==> src/rtl/mseq_ctrl.sv <==
// mseq_ctrl: run controller around the combinational mfun m-sequence step.
// It latches seed, poly and len, steps the state once per cycle and streams the
// feedback bits. The bits are also collected into seq, and period records the
// first return of the state to the seed.

// mfun: one Fibonacci-style shift step. The feedback bit is the parity of the
// state bits selected by type_f. It is shifted in at the LSB and is also the
// generated bit.
module mfun #(
  parameter int W = 5
) (
  input  logic [W-1:0] fase,
  input  logic [W-1:0] type_f,
  output logic [W-1:0] fase_new,
  output logic         sum
);
  assign sum      = ^(fase & type_f);
  assign fase_new = {fase[W-2:0], sum};
endmodule

module mseq_ctrl #(
  parameter int W      = 5,
  parameter int MAXLEN = 31,
  parameter int CW     = 5
) (
  input  logic              clk,
  input  logic              rst,
  input  logic              start,
  input  logic              stop,
  input  logic [W-1:0]      seed,
  input  logic [W-1:0]      poly,
  input  logic [CW-1:0]     len,
  output logic              busy,
  output logic              done,
  output logic              err,
  output logic              bit_out,
  output logic              bit_valid,
  output logic [MAXLEN-1:0] seq,
  output logic [CW-1:0]     period
);
  localparam logic [CW-1:0] LEN_MAX = CW'(MAXLEN);

  typedef enum logic [1:0] {IDLE, RUN, DONE} state_t;

  state_t        state;
  logic [W-1:0]  fase_r, poly_r, seed_r;
  logic [CW-1:0] len_r, cnt, cnt_inc, len_c;
  logic [W-1:0]  fase_new;
  logic          sum;

  mfun #(.W(W)) u_mfun (
    .fase    (fase_r),
    .type_f  (poly_r),
    .fase_new(fase_new),
    .sum     (sum)
  );

  assign cnt_inc = cnt + 1'b1;

  // A len of 0, or any len beyond the longest sequence, means a full-length run.
  always_comb begin
    len_c = len;
    if (len == '0 || int'(len) > MAXLEN) len_c = LEN_MAX;
  end

  // Run FSM. All outputs are registered here.
  // The DONE cycle ignores start, so it is the one dead cycle between runs.
  always_ff @(posedge clk or posedge rst) begin
    if (rst) begin
      state     <= IDLE;
      busy      <= 1'b0;
      done      <= 1'b0;
      err       <= 1'b0;
      bit_out   <= 1'b0;
      bit_valid <= 1'b0;
      seq       <= '0;
      period    <= '0;
      cnt       <= '0;
      fase_r    <= '0;
      poly_r    <= '0;
      seed_r    <= '0;
      len_r     <= '0;
    end else begin
      case (state)
        IDLE: begin
          done      <= 1'b0;
          bit_valid <= 1'b0;
          if (start) begin
            if (seed != '0) begin
              fase_r <= seed;
              seed_r <= seed;
              poly_r <= poly;
              len_r  <= len_c;
              cnt    <= '0;
              seq    <= '0;
              period <= '0;
              err    <= 1'b0;
              busy   <= 1'b1;
              state  <= RUN;
            end else begin
              // The all-zero state would lock mfun up, so the start is refused.
              err  <= 1'b1;
              done <= 1'b1;
            end
          end
        end
        RUN: begin
          if (stop) begin
            // Abort: the partial seq, period and cnt are kept, and done is not pulsed.
            busy      <= 1'b0;
            bit_valid <= 1'b0;
            state     <= IDLE;
          end else begin
            fase_r    <= fase_new;
            bit_out   <= sum;
            bit_valid <= 1'b1;
            seq       <= {seq[MAXLEN-2:0], sum};
            cnt       <= cnt_inc;
            if (fase_new == seed_r && period == '0) period <= cnt_inc;
            if (cnt_inc == len_r) begin
              busy  <= 1'b0;
              done  <= 1'b1;
              state <= DONE;
            end
          end
        end
        DONE: begin
          done      <= 1'b0;
          bit_valid <= 1'b0;
          state     <= IDLE;
        end
        default: begin
          busy      <= 1'b0;
          done      <= 1'b0;
          bit_valid <= 1'b0;
          state     <= IDLE;
        end
      endcase
    end
  end
endmodule

==> config.mk <==
export PLATFORM = sky130hd
export DESIGN_NAME = mseq_ctrl
export DESIGN_NICKNAME = d
export VERILOG_FILES = /design/src/rtl/mseq_ctrl.sv
export SDC_FILE = /design/constraint.sdc
export NUM_CORES = 1
export LEC_CHECK = 0
export CORE_MARGIN = 2
export CORE_UTILIZATION = 35
export CTS_BUF_LIST = sky130_fd_sc_hd__clkbuf_2
export CTS_CLUSTER_SIZE = 30
export DETAILED_ROUTE_END_ITERATION = 7
export GPL_ROUTABILITY_DRIVEN = 0
export PLACE_DENSITY_LB_ADDON = 0.1
export SYNTH_ARGS = -nofsm -noshare
export SYNTH_HDL_FRONTEND = slang
export SYNTH_SLANG_ARGS = --single-unit
==> constraint.sdc <==
create_clock -name clk -period 2.6 [get_ports clk]
set_input_delay 0.52 -clock clk [delete_from_list [all_inputs] [get_ports clk]]
set_output_delay 0.52 -clock clk [all_outputs]
set_load 0.03 [all_outputs]
==> flow_summary.toml, run 1 <==
[outcome]
outcome = "completed"

[detailed_routing]
wirelength_met1_um = 3010
vias_per_cell = 4.88
drc = 0
routed.top_layer = "met4"
dr_wl_met3_um = 234
drtPass1Iterations = 4
wire_per_inst_um = 15.3
drt_iter0_markers = 60
wl_met2_um = 2680
routed-via-count = 1931
wl_um = 6040
drt.antenna.violating_nets = 0

[critical_path]
crit_path_start_kind = "register"
path_cells = "clkdlybuf4s50_1"
worstPathMaxFanout = 3
worstSetupPathType = "reg -> out"
critPathBufInv = 1
rrSetupSlack_ps = 580
crit_family = "buffers and inverters"
worst-path-stages = 1
cp-end-kind = "output pin"
cp.required_ps = 2080
arrival_ps = 1640
crit_slowest_cell = "clkdlybuf4s50_1"
r2r_cells = 5
cpPeakStageDelay_ps = 700

[timing]
tns_ps = 0
setup_viol = 0
fmax_mhz = 463
fin_ws_ps = 439
relSlewSlack_pct = 71.4
drv_slew = 0
finClkSkew_ps = 22.4
final.period_utilization_pct = 83.1
min_period_ps = 2160
hold_violations = 0
rsz0062_at_grt = "no"
tightest_slew_ps = 428

[placed_design]
place.detailed.hpwl_um = 4070
portBuffers = 59
postPlaceCellArea_um2 = 3590
place_ws_ps = 86.5

[global_route]
grt_pass1_wl_um = 9490
grt_max_degree = 69
antenna_found_initial = 0
grt_pass1_vias = 1856
grt.total_usage_pct = 14.2
gr-total-overflow = 0

[synth]
synth.net_count = 242
synth_edf_count = 0
yosysSeqAreaShare_pct = 59.3
synth.most_common_cell = "dfrtp_1"
synthTopCellsByCount = "68 x dfrtp_1, 32 x a22o_1, 16 x nand2_1"
ys_types = 40
synth_area_leaders = "dfrtp_1 59%, a22o_1 9.8%, mux2_2 4.3%, xnor2_1 2.1%, o21ai_0 2.1%"
synth.avg_cell_area_um2 = 12.9
ys.flop_type = "dfrtp_1"
yosys_warnings = 0
synth_area_leader_cell = "dfrtp_1"
synth-async-reset-ratio_pct = 100
syn-cell-area_um2 = 2870
syn-instance-count = 222
synth_seq_cells = 68
synth.top_cell.area_share_pct = 59.3

[cts]
cts_tree = "yes"
cts_sinks = 68
numCtsBuffers = 9
cts_root_buf = "clkbuf_2"
cts_setup_buffers = 0
clockBufferDepth = 2
cts.repair.resized = 0
path_clk_slew_ps = 210
htree_levels = 3
clk_latency_ps = 500
cts_hold_buf = 0

[floorplanning]
die_area_um2 = 8940
die_h_um = 94.6
die_w_um = 94.6
num_io_pins = 60
rows = 33
initial_core_util_pct = 35.5
coreArea_um2 = 8090

[pwr]
switching_power_mw = 1.21
pwr_density_cell_nw_per_um2 = 924
p_leak_nw = 1.69
ir_drop_mv = 0.322
swShare_pct = 35.1
comb_power_share_pct = 36.7
p_seq_share_pct = 42.7
clkPwrFrac_pct = 20.5
power.internal_mw = 2.24
p_total_mw = 3.44

[cells_and_area]
nets = 306
multi_input_area_um2 = 1050
seqCellArea_um2 = 1700
fin_area_um2 = 3730
syn_to_final_growth_pct = 29.8
drive_gt1_share_pct = 14.8
final_core_util_pct = 46.0
num-fill-cells = 792
n_antenna_cell = 0

[run]
cap_violations = 0

[worst_hold_path]
hp-class = "in -> async"
[path summary, 6_finish.rpt]
| kind | startpoint | to |
|---|---|---|
| max | period[0] | period[0] |
| min | rst | seq[2] |
| max reg2reg | state[1] | seq[17] |
| min reg2reg | bit_out | bit_out |
| max in group asynchronous | rst | seq[17] |
| min in group clk | bit_out | bit_out |
[through the flow]
stage | cells | hold WS [ps]
finish | 396 | 380
global route | 396 | 411
CTS | 396 | 351
detailed placement | 380 | 478
global placement | 380 | 468
floorplan | 222 | 449
[per-layer routing]
metal | GRT usage, % | vias to the layer above
li1 | - | 929
met1 | 20.4 | 960
met2 | 20.3 | 34
met3 | 2.95 | 8
met4 | 6.88 | 0
met5 | 0 | -
[flip-flops by register name, summed over array words and instances, names as in the netlist, 2 cells and up]
| signal | count |
|---|---|
| state | 2 |
| len_r | 5 |
| seed_r | 5 |
| seq | 31 |
| period | 5 |
| cnt | 5 |
| fase_r | 5 |
| poly_r | 5 |
[kinds of logic after synthesis]
group                    count (synthesis)  synth area share (%)
AND/OR/NAND/NOR                         46                  8.46
AO/OA/AOI/OAI                           61                  16.5
flip-flops                              68                  59.3
XOR/XNOR                                15                  5.58
adder cells (fa/ha/maj)                  1                 0.436
buffers and inverters                   16                  4.01
multiplexers                            15                  5.71
[cell usage in the layout (no fill, tap or decap), types with 2 or more instances in the layout]
| cell | Yosys | final |
|---|---|---|
| nor2b_1 | 2 | 2 |
| clkbuf_2 | 0 | 9 |
| nand3_1 | 2 | 2 |
| mux2i_1 | 4 | 4 |
| dfrtp_1 | 68 | 68 |
| clkinv_2 | 0 | 2 |
| xnor2_1 | 7 | 7 |
| a22o_1 | 32 | 32 |
| clkinv_1 | 1 | 2 |
| a21oi_1 | 2 | 2 |
| mux2_2 | 11 | 11 |
| buf_12 | 0 | 4 |
| bufinv_16 | 0 | 2 |
| nand2b_1 | 5 | 5 |
| o21ai_0 | 12 | 12 |
| a22o_2 | 3 | 3 |
| buf_4 | 2 | 3 |
| xor2_1 | 6 | 6 |
| clkdlybuf4s50_1 | 0 | 59 |
| nand2_1 | 16 | 16 |
| nor2_1 | 12 | 12 |
| a21o_1 | 5 | 5 |
[power by group through the flow]
stage                     sequential (mW)  combinational [mW]  clock (mW)
after floorplan                      1.54               0.877           0
after global routing                 1.51                1.38       0.770
after CTS                            1.48                1.28       0.736
final                                1.47                1.27       0.707
after global placement               1.50                1.26           0
after detailed placement             1.50                1.28           0
[final cells by class]
type | count | share of cell area (%)
tap | 105 | 3.53
clock inverter | 7 | 2.42
inverter | 3 | 0.302
multi-input combinational | 138 | 28.3
clock buffer | 9 | 1.21
sequential | 68 | 45.7
timing repair buffer | 66 | 18.6
Power figures use the tool's default switching activity.
==> run 2: changes to the inputs <==
clock period = 2.1 ns   (was 2.6 ns; I/O delays follow)
==> flow_summary.toml, run 2 (synthesized netlist as in run 1, its figures left out) <==
[cts]
cts_sinks = 68
clk_latency_ps = 480
htree_levels = 3
cts_root_buf = "clkbuf_2"
clockBufferDepth = 2
numCtsBuffers = 9
cts_setup_buffers = 0
path_clk_slew_ps = 210
cts_tree = "yes"

[floorplanning]
rows = 33
die_area_um2 = 8940
die_h_um = 94.6
die_w_um = 94.6
num_io_pins = 60
initial_core_util_pct = 35.5
coreArea_um2 = 8090

[timing]
tightest_slew_ps = 366
finClkSkew_ps = 23.3
hold_slack_ps = 358
relSlewSlack_pct = 75.6
min_period_ps = 1990
final.period_utilization_pct = 94.5
setup_viol = 0
hold_violations = 0
drv_slew = 0
tns_ps = 0
fmax_mhz = 504

[outcome]
outcome = "completed"

[detailed_routing]
routed-via-count = 1987
wire_per_inst_um = 15.1
drc = 0
drt_iter0_markers = 82
drtPass1Iterations = 4
vias_per_cell = 4.92
drt.antenna.violating_nets = 0
wl_um = 6100

[cells_and_area]
nets = 314
final_cell_mix = "68 x dfrtp_1, 32 x a22o_1, 31 x clkdlybuf4s50_1"
seqCellArea_um2 = 1700
drive_gt1_share_pct = 17.4
regMostFlops = "seq"
multi_input_area_um2 = 1050
syn_to_final_growth_pct = 34.0
num-fill-cells = 768
n_antenna_cell = 0
largest_register_ffs = 31
fin_cells = 404
layout_commonest_cell = "dfrtp_1"

[critical_path]
crit_family = "buffers and inverters"
path_cells = "clkdlybuf4s50_1"
r2r_cells = 6
rrSetupSlack_ps = 200
crit_path_end = "seq[15]"
cp-end-kind = "output pin"
cpPeakStageDelay_ps = 680
crit_path_start = "seq[15]"
crit_slowest_cell = "clkdlybuf4s50_1"
worstPathMaxFanout = 3
worst-path-stages = 1
arrival_ps = 1570
regToRegEndpoint = "busy"
cp.required_ps = 1680
crit_path_start_kind = "register"
r2r-start = "cnt[0]"
worstSetupPathType = "reg -> out"
critPathBufInv = 1

[global_route]
grt_pass1_vias = 1895
grt.total_usage_pct = 14.3
grt_max_degree = 69
gr-total-overflow = 0
grt_pass1_wl_um = 9620
antenna_found_initial = 0

[placed_design]
place.detailed.hpwl_um = 4030
dp.cells = 388
portBuffers = 59

[pwr]
p_leak_nw = 2.21
pwr_density_cell_nw_per_um2 = 1110
ir_drop_mv = 0.427
p_total_mw = 4.26

[worst_hold_path]
hp-class = "in -> async"

[run]
cap_violations = 0
run 2: where the power goes:
group	switching, mW	internal (mW)	leakage [nW]
Clock	0.478	0.390	0.0816
Sequential	0.230	1.59	0.898
Combinational	0.774	0.796	1.23
Total	1.48	2.78	2.21
run 2: worst min-delay path by stage:
stage,start,end,slack (ps),cells after the start
2_1_floorplan,fase_r[4],fase_r[4],450,2
3_3_place_gp,fase_r[4],fase_r[4],470,2
3_5_place_dp,fase_r[4],fase_r[4],470,2
4_1_cts,rst,seq[3],330,3
5_1_grt,rst,seq[26],300,3
6_report,rst,bit_valid,360,3
run 2: layout make-up:
| type | instances | area share, % |
|---|---|---|
| flip-flops and latches | 68 | 44.3 |
| clock buffers | 9 | 1.17 |
| well taps | 105 | 3.42 |
| repair buffers | 74 | 21.0 |
| clock inverters | 7 | 2.38 |
| inverters | 3 | 0.390 |
| multi-input cells | 138 | 27.4 |
run 2: repair_timing:
action,in CTS,in global routing
gates resized for setup,1,27
endpoints found under the hold margin,0,0
pin swaps,0,0
endpoints found under the setup margin,1,27
hold buffers,0,0
run 2: metal layers:
metal	up-vias	global-route usage, %	routed length [µm]
li1	949	-	-
met1	998	21.1	3150
met2	33	19.6	2640
met3	7	4.95	239
met4	0	4.35	70
met5	-	0	0
run 2: per-stage QoR:
stage	utilization [%]	cell area [µm²]	worst slack (ps)
after floorplan	-	2870	229
after global placement	45.0	3640	-226
after detailed placement	45.0	3640	-267
after CTS	46.7	3780	28.2
after global routing	47.5	3840	-1.77
final	47.5	3840	115
==> run 3: changes to the inputs <==
--- a/constraint.sdc
+++ b/constraint.sdc
@@ -3,2 +3,2 @@
 set_output_delay 0.42 -clock clk [all_outputs]
-set_load 0.03 [all_outputs]
+set_load 0.01 [all_outputs]
==> flow_summary.toml, run 3 (synthesized netlist as in run 1, its figures left out) <==
[critical_path]
crit_family = "buffers and inverters"
cpPeakStageDelay_ps = 560
critPathBufInv = 1
rrSetupSlack_ps = 200
worstPathMaxFanout = 3
cp.required_ps = 1680
cp-end-kind = "output pin"
arrival_ps = 1510
path_cells = "clkdlybuf4s50_1"
crit_slowest_cell = "clkdlybuf4s50_1"
worstSetupPathType = "reg -> out"
crit_path_start_kind = "register"

[timing]
hold_slack_ps = 354
drv_slew = 0
tightest_slew_ps = 367
finClkSkew_ps = 23.3
rsz0062_at_grt = "no"
fmax_mhz = 519
min_period_ps = 1930
tns_ps = 0
setup_viol = 0
final.period_utilization_pct = 91.7
relSlewSlack_pct = 75.6
hold_violations = 0

[placed_design]
place.detailed.hpwl_um = 4030
portBuffers = 59
postPlaceCellArea_um2 = 3640

[detailed_routing]
wire_per_inst_um = 15.0
drc = 0
routed-via-count = 1982
drt_iter0_markers = 78
vias_per_cell = 4.91
drt.antenna.violating_nets = 0
wl_um = 6050
drtPass1Iterations = 4

[floorplanning]
die_area_um2 = 8940
rows = 33
num_io_pins = 60
die_w_um = 94.6
initial_core_util_pct = 35.5
die_h_um = 94.6
coreArea_um2 = 8090

[pwr]
p_leak_nw = 1.72
pwr_density_cell_nw_per_um2 = 1110
clkPwrFrac_pct = 20.7
power.internal_mw = 2.79
p_seq_share_pct = 43.6
comb_power_share_pct = 35.6
ir_drop_mv = 0.427
swShare_pct = 33.3
switching_power_mw = 1.39

[global_route]
gr-total-overflow = 0
grt_pass1_vias = 1899
grt.total_usage_pct = 14.2
grt_max_degree = 69
antenna_found_initial = 0
grt_pass1_wl_um = 9600

[cts]
path_clk_slew_ps = 210
cts_hold_buf = 0
cts_root_buf = "clkbuf_2"
cts.repair.resized = 0
htree_levels = 3
cts_sinks = 68
cts_tree = "yes"
cts_setup_buffers = 0
clockBufferDepth = 2
clk_latency_ps = 480
numCtsBuffers = 9

[cells_and_area]
final_core_util_pct = 46.7
fin_area_um2 = 3780
regMostFlops = "seq"
nets = 314
drive_gt1_share_pct = 17.4
layout_commonest_cell = "dfrtp_1"
n_antenna_cell = 0
final_cell_mix = "68 x dfrtp_1, 59 x clkdlybuf4s50_1, 32 x a22o_1"
largest_register_ffs = 31
syn_to_final_growth_pct = 31.6

[worst_hold_path]
hp-class = "in -> async"

[outcome]
outcome = "completed"

[run]
cap_violations = 0
[run 3: cell types whose count changed in the layout (fill, tap and decap cells not counted)]
cell	previous run	this run
clkdlybuf4s50_1	31	59
dlymetal6s2s_1	27	0
dlygate4sd2_1	1	0
[run 3: worst paths after layout]
check	start	end	cells after the start
setup / recovery	period[0]	period[0]	1
hold / removal	rst	seq[7]	3
setup reg to reg	cnt[0]	busy	6
hold reg to reg	fase_r[4]	fase_r[4]	2
max in group asynchronous	rst	cnt[3]	3
min in group clk	fase_r[4]	fase_r[4]	2
[run 3: metrics by stage]
stage,setup slack [ps],instances,total power [mW]
finish,175,404,4.18
global placement,-226,388,3.34
floorplan,229,222,2.90
CTS,118,404,4.24
global route,53.7,404,4.47
detailed placement,-267,388,3.36
[run 3: layout make-up]
cell class / instances / area, µm²
Sequential cell: 68 / 1700
Multi-Input combinational cell: 138 / 1050
Fill cell: 768 / 4310
Inverter: 3 / 15.0
Tap cell: 105 / 131
Clock buffer: 9 / 45.0
Clock inverter: 7 / 91.3
Timing Repair Buffer: 74 / 741
[run 3: per-layer routing]
layer	vias to the layer above	GRT usage, %	routed length (µm)
met1	995	20.9	3110
met3	7	4.95	206
met5	-	0	0
met4	0	4.35	70
met2	33	19.7	2670
li1	947	-	-
[run 3: power by group through the flow]
stage	sequential (mW)	combinational (mW)	clock (mW)
final	1.82	1.49	0.866
after global placement	1.85	1.49	0
after detailed placement	1.86	1.50	0
after global routing	1.86	1.64	0.965
after CTS	1.83	1.51	0.906
after floorplan	1.82	1.09	0
[run 3: tightest hold or removal path, delay by kind of cell]
family | cells | cell delay [ps]
buf+inv | 3 | 860
